### src/rtl/instr_fetch_unit_if.sv
// Bus bundle for the instruction fetch unit: byte-wide instruction memory
// port on one side, instruction word handshake toward the CPU decoder on
// the other, plus the architectural PC and retired-instruction count.
interface instr_fetch_unit_if;
  // instruction memory side
  logic        mem_req;
  logic [31:0] mem_addr;
  logic        mem_ack;
  logic [7:0]  mem_rdata;

  // CPU decoder side
  logic [31:0] instr;
  logic        instr_valid;
  logic        instr_ready;
  logic        branch_taken;
  logic [31:0] branch_offset;
  logic [31:0] pc;
  logic [31:0] instr_count;

  // fetch unit view
  modport master (
    output mem_req, mem_addr, instr, instr_valid, pc, instr_count,
    input  mem_ack, mem_rdata, instr_ready, branch_taken, branch_offset
  );

  // memory + CPU view
  modport slave (
    input  mem_req, mem_addr, instr, instr_valid, pc, instr_count,
    output mem_ack, mem_rdata, instr_ready, branch_taken, branch_offset
  );
endinterface

### src/rtl/instr_fetch_unit.sv
// Instruction fetch engine: reads four big-endian bytes per instruction
// from a byte-wide memory, holds the assembled word for the decoder, and
// advances the PC sequentially or to a branch target on consume.
//
// state | meaning
// ------+---------------------------------------------------------------
// IDLE  | one cycle after reset; no request outstanding
// FETCH | requesting byte fetch_pc+byte_idx, waiting for mem_ack
// HOLD  | instr valid, waiting for the decoder to consume it
module instr_fetch_unit #(
  parameter logic [31:0] RESET_PC = 32'h0000_0000
) (
  input logic              clk,
  input logic              rst_n,
  instr_fetch_unit_if.master bus
);

  // Word-aligned start address; the low two bits of RESET_PC are dropped.
  localparam logic [31:0] RESET_PC_ALIGNED = {RESET_PC[31:2], 2'b00};

  typedef enum logic [1:0] {
    IDLE  = 2'd0,
    FETCH = 2'd1,
    HOLD  = 2'd2
  } state_t;

  state_t      state_q,       state_d;
  logic [1:0]  byte_idx_q,    byte_idx_d;
  logic [31:0] fetch_pc_q,    fetch_pc_d;
  logic [23:0] asm_buf_q,     asm_buf_d;
  logic [31:0] instr_q,       instr_d;
  logic [31:0] instr_count_q, instr_count_d;

  logic [31:0] seq_pc;
  logic [31:0] branch_pc;

  // Next-PC candidates; the shift drops the top two offset bits (mod 2^32).
  always_comb begin
    seq_pc    = fetch_pc_q + 32'd4;
    branch_pc = seq_pc + (bus.branch_offset << 2);
  end

  // State and datapath registers, asynchronously cleared.
  always_ff @(posedge clk or negedge rst_n) begin
    if (!rst_n) begin
      state_q       <= IDLE;
      byte_idx_q    <= 2'd0;
      fetch_pc_q    <= RESET_PC_ALIGNED;
      asm_buf_q     <= 24'd0;
      instr_q       <= 32'd0;
      instr_count_q <= 32'd0;
    end else begin
      state_q       <= state_d;
      byte_idx_q    <= byte_idx_d;
      fetch_pc_q    <= fetch_pc_d;
      asm_buf_q     <= asm_buf_d;
      instr_q       <= instr_d;
      instr_count_q <= instr_count_d;
    end
  end

  // Next-state and datapath update; everything holds unless an event fires.
  always_comb begin
    state_d       = state_q;
    byte_idx_d    = byte_idx_q;
    fetch_pc_d    = fetch_pc_q;
    asm_buf_d     = asm_buf_q;
    instr_d       = instr_q;
    instr_count_d = instr_count_q;

    case (state_q)
      IDLE: begin
        state_d = FETCH;
      end

      FETCH: begin
        if (bus.mem_ack) begin
          case (byte_idx_q)
            2'd0: asm_buf_d[23:16] = bus.mem_rdata;
            2'd1: asm_buf_d[15:8]  = bus.mem_rdata;
            2'd2: asm_buf_d[7:0]   = bus.mem_rdata;
            default: begin
              // Final byte: the word becomes visible in one step.
              instr_d = {asm_buf_q, bus.mem_rdata};
              state_d = HOLD;
            end
          endcase
          byte_idx_d = byte_idx_q + 2'd1;
        end
      end

      HOLD: begin
        if (bus.instr_ready) begin
          fetch_pc_d    = bus.branch_taken ? branch_pc : seq_pc;
          instr_count_d = instr_count_q + 32'd1;
          state_d       = FETCH;
        end
      end

      default: begin
        state_d    = IDLE;
        byte_idx_d = 2'd0;
      end
    endcase
  end

  // Outputs decoded from registered state only.
  always_comb begin
    bus.mem_req     = (state_q == FETCH);
    bus.mem_addr    = fetch_pc_q + {30'd0, byte_idx_q};
    bus.instr_valid = (state_q == HOLD);
    bus.instr       = instr_q;
    bus.pc          = fetch_pc_q;
    bus.instr_count = instr_count_q;
  end

endmodule
### src/flat_wrapper.sv
// flat-port wrapper written by rule: the top's interface ports become plain ports
module instr_fetch_unit_flat 
#(
  parameter logic [31:0] RESET_PC = 32'h0000_0000
)
  (clk, rst_n, bus_mem_req, bus_mem_addr, bus_instr, bus_instr_valid, bus_pc, bus_instr_count, bus_mem_ack, bus_mem_rdata, bus_instr_ready, bus_branch_taken, bus_branch_offset);
  instr_fetch_unit_if bus_i ();
  input logic clk;
  input logic rst_n;
  output wire logic [$bits(bus_i.mem_req)-1:0] bus_mem_req;
  output wire logic [$bits(bus_i.mem_addr)-1:0] bus_mem_addr;
  output wire logic [$bits(bus_i.instr)-1:0] bus_instr;
  output wire logic [$bits(bus_i.instr_valid)-1:0] bus_instr_valid;
  output wire logic [$bits(bus_i.pc)-1:0] bus_pc;
  output wire logic [$bits(bus_i.instr_count)-1:0] bus_instr_count;
  input wire logic [$bits(bus_i.mem_ack)-1:0] bus_mem_ack;
  input wire logic [$bits(bus_i.mem_rdata)-1:0] bus_mem_rdata;
  input wire logic [$bits(bus_i.instr_ready)-1:0] bus_instr_ready;
  input wire logic [$bits(bus_i.branch_taken)-1:0] bus_branch_taken;
  input wire logic [$bits(bus_i.branch_offset)-1:0] bus_branch_offset;
  assign bus_mem_req = bus_i.mem_req;
  assign bus_mem_addr = bus_i.mem_addr;
  assign bus_instr = bus_i.instr;
  assign bus_instr_valid = bus_i.instr_valid;
  assign bus_pc = bus_i.pc;
  assign bus_instr_count = bus_i.instr_count;
  assign bus_i.mem_ack = bus_mem_ack;
  assign bus_i.mem_rdata = bus_mem_rdata;
  assign bus_i.instr_ready = bus_instr_ready;
  assign bus_i.branch_taken = bus_branch_taken;
  assign bus_i.branch_offset = bus_branch_offset;
  instr_fetch_unit #(.RESET_PC(RESET_PC)) u_core (.clk(clk), .rst_n(rst_n), .bus(bus_i));
endmodule
### config.mk
export PLATFORM = sky130hd
export DESIGN_NAME = instr_fetch_unit_flat
export DESIGN_NICKNAME = d
export VERILOG_FILES = /design/src/rtl/instr_fetch_unit_if.sv /design/src/rtl/instr_fetch_unit.sv /design/src/flat_wrapper.sv
export SDC_FILE = /design/constraint.sdc
export NUM_CORES = 1
export LEC_CHECK = 0
export CAP_MARGIN = 20
export CORE_UTILIZATION = 28
export CTS_CLUSTER_DIAMETER = 120
export CTS_CLUSTER_SIZE = 24
export DETAILED_ROUTE_END_ITERATION = 12
export PLACE_DENSITY = 0.6
export RECOVER_POWER = 25
export SLEW_MARGIN = 10
export SYNTH_ARGS = -nofsm -noshare
export SYNTH_HDL_FRONTEND = slang
export SYNTH_SLANG_ARGS = --single-unit
### constraint.sdc
create_clock -name clk -period 5.6 [get_ports clk]
set_input_delay 1.12 -clock clk [delete_from_list [all_inputs] [get_ports clk]]
set_output_delay 1.12 -clock clk [all_outputs]
set_load 0.02 [all_outputs]
### Word level (Yosys, flattened, before mapping)

Cells that the tools add are included.

* flip-flop bits (word level): 124
* input bits: 45
* output and inout bits: 130
* logic and storage cells: 40

* $add $sub $neg: 5
* equal/unequal tests: 7
* multiplexer cells: 7
* bitwise gates (word level): 2
* reductions and logical operators: 11

Operators with widths (number)
* $add A32 B1 Y32 const B: 1
* $add A32 B2 Y32: 1
* $add A32 B3 Y32 const B: 1
* $add A32 B32 Y32: 1
* $mux W32: 1
* $reduce_and A3 Y1: 5
* $mux W2: 4
* $pmux W2 S3: 1
* $eq A2 B1 Y1 const B: 2
* $eq A2 B2 Y1 const B: 2
* $logic_not A2 Y1: 2
* $ne A2 B1 Y1 const B: 2
* $pmux W2 S2: 1
* $reduce_and A2 Y1: 2
* $reduce_or A3 Y1: 1
* $add A2 B1 Y2 const B: 1
* $ne A2 B2 Y1 const B: 1
* $not A1 Y1: 2
* $reduce_or A2 Y1: 1

### Depth between registers and ports, before layout

* depth in word-level cells: 5
* mapped depth: 19
* mapped depth without buffers: 18

### Worst setup path before layout

No wires, ideal clock.

* kind: flip-flop to flip-flop
* from: reg u_core.fetch_pc_q[8] (netlist: u_core.bus.pc[8])
* to: reg u_core.fetch_pc_q[31] (netlist: u_core.bus.pc[31])
* setup time: 0.080 ns
* arrival: 4.022 ns
* data required time: 5.520 ns
* path slack: 1.498 ns
* stages on the path, launching flop included: 18
* buffers on the path: 1
* period minus slack after synthesis: 4.102 ns
* path through: dfrtp_1 -> clkbuf_2 -> nand4_1 -> or2_2 -> inv_1 -> nand3_1 -> nor3_1 -> xor2_1 -> ha_1 -> a21oi_1 -> inv_1 -> or4_1 -> a21oi_1 -> o2111ai_1 -> and3_1 -> nor3_1 -> mux2i_1 -> xnor2_1

* cells in the longest elaborated chain, start to end: 3

Ends and longest elaborated chain
* start: declaration: line instr_fetch_unit.sv:29 `logic [31:0] fetch_pc_q, fetch_pc_d;`
* start signal: assignment: line instr_fetch_unit.sv:55 `fetch_pc_q <= fetch_pc_d;`
* $add A32 B3 Y32 (*): line instr_fetch_unit.sv:39 `seq_pc = fetch_pc_q + 32'd4;`
* $add A32 B32 Y32: line instr_fetch_unit.sv:40 `branch_pc = seq_pc + (bus.branch_offset << 2);`
* $mux W32 (*): line instr_fetch_unit.sv:94 `fetch_pc_d = bus.branch_taken ? branch_pc : seq_pc;`

Every way passes the cells marked *; elsewhere a longest branch is shown, timed or not.
A chain may end at the register's enable or synchronous reset.

### Worst setup path after layout

Ends and elaborated chain as after synthesis.

==> impl_results.rst <==
.. list-table::
   :header-rows: 1

   * - Metric
     - Value
   * - CTS Buf Count
     - 17
   * - Number of hold buffers added after CTS
     - 0
   * - Ordered list of cells on the worst path
     - nand4_1, or2_2, inv_1, nand3_1, nor3_1, buf_4, xor2_1, ha_1, a21oi_1, inv_1, or4_1, a21oi_1, o2111ai_1, and3_1, nor3_1, mux2i_1, xnor2_1
   * - Slowest cell on crit path
     - dfrtp_1
   * - First-pass GRT wire length
     - approximately 32000 µm
   * - Worst skew pair latency
     - approximately 410 ps
   * - Biggest area consumer among synthesized cells
     - dfrtp_1
   * - Worst path top cell family by delay
     - simple AND/OR/NAND/NOR gates
   * - Relative slew slack
     - -61.5%
   * - Distinct cells, synth
     - 55
   * - Tcrit/Tclk final
     - 84.8%
   * - Buffers inserted by post-CTS timing repair
     - 0
   * - End of the critical path
     - u_core.bus.pc[31]$_DFFE_PN0P_
   * - Input/output buffers
     - 170
   * - Stages on the worst setup path
     - 17
   * - Startpoint types
     - flop
   * - Vias/cell
     - 4.82
   * - Post-Place Worst Slack
     - 926 ps
   * - Detail Placement HPWL
     - 14300 µm
   * - Syn Area/Cell
     - 9.60 µm²
   * - Utilization after layout
     - 37.9%
   * - Data arrival at the endpoint of the critical path
     - 5090 ps
   * - Number of setup violations in the final report
     - 0
   * - RR Startpoint
     - u_core.bus.pc[8]$_DFFE_PN0P_
   * - Critical Path Max Stage Delay
     - 530 ps
   * - Layout filler cell count
     - 2607
   * - Maximum resistive drop on vdd
     - 0.190 mV
   * - Share of final-layout standard cells stronger than drive strength 1
     - a little over a tenth
   * - I/O pin cnt
     - 175
   * - Area share of the largest cell type after synthesis
     - about two fifths
   * - Number of nets with antenna violations after routing
     - 0
   * - Minimum hold slack
     - 472 ps
   * - Max Root-Sink Buffers
     - 2
   * - Buffering stage count on the worst path with inverters included
     - 3
   * - Average routed wire per standard cell
     - about 15 µm
   * - Kind of critical path
     - flop to flop
   * - Clock tree from TritonCTS
     - built
   * - Overall overflow remaining after global route
     - 0
   * - Primary FF master, synth
     - dfrtp_1
   * - CP Max Fanout
     - 9
   * - Metal3 WL
     - 1130 µm
   * - Peak clock frequency supported by timing
     - 211 MHz
   * - Launch point of the critical path
     - u_core.bus.pc[8]$_DFFE_PN0P_
   * - Transition time at the pin with the least slew margin
     - 2420 ps
   * - Synth top area cells
     - dfrtp_1 41%, mux2_2 8.7%, ha_1 7.0%
   * - Die boundary width
     - 166 µm
   * - Clk root buf
     - clkbuf_16
   * - Clk pin slew, worst setup/hold paths
     - 60 ps
   * - Yosys warning total
     - 0
   * - Met1 routed wirelength after detailed routing
     - between 9000 and 10000 µm
   * - Violated checks
     - design-rule violations, max-capacitance violations, max-slew violations
   * - DRC viols
     - 16
   * - Worst reg-to-reg path cell count
     - 17
   * - Placer Congestion
     - 0.840
   * - Post-Syn Instances
     - 782
   * - Leakage power summed over all cells
     - 4.39 nW
   * - Routed wire length
     - 19400 µm
   * - Shortest clock period the worst path allows after layout
     - 4750 ps
   * - Total routing usage reported by global routing
     - about 14%
   * - Number of rows created at floorplan
     - 59
   * - End of the worst register-to-register path
     - u_core.bus.pc[31]$_DFFE_PN0P_
   * - Post-cts sizing count
     - 0
   * - Final Worst Setup Slack
     - 850 ps
   * - Worst clock skew
     - 9.47 ps
   * - Sink count of the clock tree
     - between 100 and 150
   * - Data required time of the worst path
     - 5940 ps
   * - Outcome
     - finished with violations
   * - Reg-to-reg slack, setup
     - 850 ps
   * - Highest metal used
     - met4
   * - Wire length on met2
     - 8880 µm
   * - Ratio of total power to cell area
     - 508 nW/µm²
   * - Starting DRT DRC Count
     - 493
   * - Sort of element at the end of the critical path
     - flop
   * - Antenna diodes
     - 0
   * - Proportion of synthesized flip-flops having asynchronous set or reset
     - 100%
   * - Die Height
     - between 150 and 200 µm
   * - Final net count
     - 1011
   * - Post-synthesis sequential area ratio
     - 40.7%
   * - Total via count in the routed design
     - 6129
   * - Antenna violations before repair
     - 0
   * - Number of synthesized register bits
     - approximately 120
   * - Max-Cap Viols
     - 2
   * - Total count of hold-check failures in the final report
     - 0
   * - Maximum number of pins on one net before global-route repair
     - 81
   * - First drt pass iteration count
     - 8
   * - Area delta synth->final
     - 32.4%
   * - Max-slew violation count
     - 70
   * - Total number of H-tree levels
     - 4
   * - Setup TNS
     - 0 ps
   * - Die area
     - between 20000 and 30000 µm²
   * - Placeable core area
     - between 20000 and 30000 µm²
   * - Number of enable flip-flop cells after synthesis
     - 0
   * - Path class of the lowest-slack min-delay path
     - flop to flop
   * - Starting density of the core
     - roughly 29%
   * - Synthesized cell area
     - 7510 µm²
   * - RSZ-0062 raised after global routing
     - no
   * - Via count of the first global-routing pass
     - 5980
[cells in the final DEF, fill, tap and decap left out, drive strengths merged, types with 5 or more instances in the layout]
| cell | n |
|---|---|
| nand2 | 79 |
| nor2 | 60 |
| nor3 | 13 |
| and3 | 15 |
| nand4 | 13 |
| xnor2 | 47 |
| clkinv | 8 |
| nor2b | 5 |
| a21oi | 49 |
| dfrtp | 122 |
| clkdlybuf4s50 | 168 |
| clkbuf | 22 |
| o21ai | 51 |
| mux2 | 58 |
| o21a | 5 |
| ha | 42 |
| a22oi | 8 |
| a31oi | 8 |
| and2 | 5 |
| nand3 | 30 |
| xor2 | 36 |
| buf | 6 |
| a21o | 19 |
| o22ai | 5 |
| inv | 18 |
[flip-flops by register name, indices dropped and copies added, names as in the netlist]
name                    count
u_core.bus.pc              30
u_core.bus.instr_count     32
u_core.state_q              2
u_core.asm_buf_q           24
u_core.byte_idx_q           2
u_core.bus.instr           32
[kinds of logic after synthesis]
family | Yosys count | share of synthesized area, %
XOR/XNOR | 83 | 9.68
AND/OR/NAND/NOR | 234 | 14.7
adder cells (fa/ha/maj) | 43 | 7.27
other | 1 | 0.0499
buffers and inverters | 73 | 5.28
AO/OA/AOI/OAI | 164 | 13.1
flip-flops | 122 | 40.7
multiplexers | 62 | 9.23
[metal layers]
layer	GRT usage, %	vias to the layer above
met5	0	-
met4	4.31	0
met3	3.81	17
met2	22.7	146
met1	19.5	2958
li1	-	3008
[cells in the mapped netlist, types with 3 or more instances]
cell type,instances
a21o_1,19
a22oi_1,8
nor2_1,60
nand2b_1,4
xor2_1,36
and2_1,4
nor2b_1,5
and4_1,3
o21ai_1,5
buf_4,32
nor3_1,11
nand3_1,30
a31oi_1,8
o21a_1,5
mux2i_1,4
nand2_1,79
o22a_1,3
xnor2_1,47
o22ai_1,5
clkbuf_1,20
dfrtp_1,122
inv_1,16
nand4_1,13
ha_1,42
a21oi_1,48
o21ai_0,46
and3_1,15
mux2_2,58
[final cells by class]
cell class	instances	area [µm²]	share of cell area, %
tap	335	419	4.22
sequential	122	3050	30.7
inverter	17	63.8	0.642
timing repair buffer	177	1760	17.7
clock buffer	19	443	4.45
multi-input combinational	588	4060	40.9
clock inverter	13	143	1.43
[power by group]
| group | internal [mW] | switching, mW |
|---|---|---|
| Clock | 0.670 | 0.418 |
| Sequential | 1.19 | 0.294 |
| Combinational | 1.22 | 1.26 |
[worst min path at each step]
stage	startpoint	slack, ps	endpoint	cells after the start
after CTS	u_core.bus.instr_count[31]$_DFFE_PN0P_	480	u_core.bus.instr_count[31]$_DFFE_PN0P_	1
final	u_core.bus.instr_count[31]$_DFFE_PN0P_	470	u_core.bus.instr_count[31]$_DFFE_PN0P_	1
after global placement	u_core.bus.instr_count[31]$_DFFE_PN0P_	460	u_core.bus.instr_count[31]$_DFFE_PN0P_	1
after global routing	u_core.bus.instr_count[31]$_DFFE_PN0P_	500	u_core.bus.instr_count[31]$_DFFE_PN0P_	1
after floorplan	u_core.asm_buf_q[2]$_DFFE_PN0P_	470	u_core.bus.instr[10]$_DFFE_PN0P_	1
after detailed placement	u_core.bus.instr_count[31]$_DFFE_PN0P_	470	u_core.bus.instr_count[31]$_DFFE_PN0P_	1
[metrics by stage]
stage,area (µm²),power [mW],instances
6_report,9940,5.05,1271
5_1_grt,9940,5.38,1271
4_1_cts,9920,5.10,1270
3_5_place_dp,9340,3.98,1238
3_3_place_gp,9340,3.95,1238
2_1_floorplan,7510,3.10,783
Power figures use the tool's default switching activity.
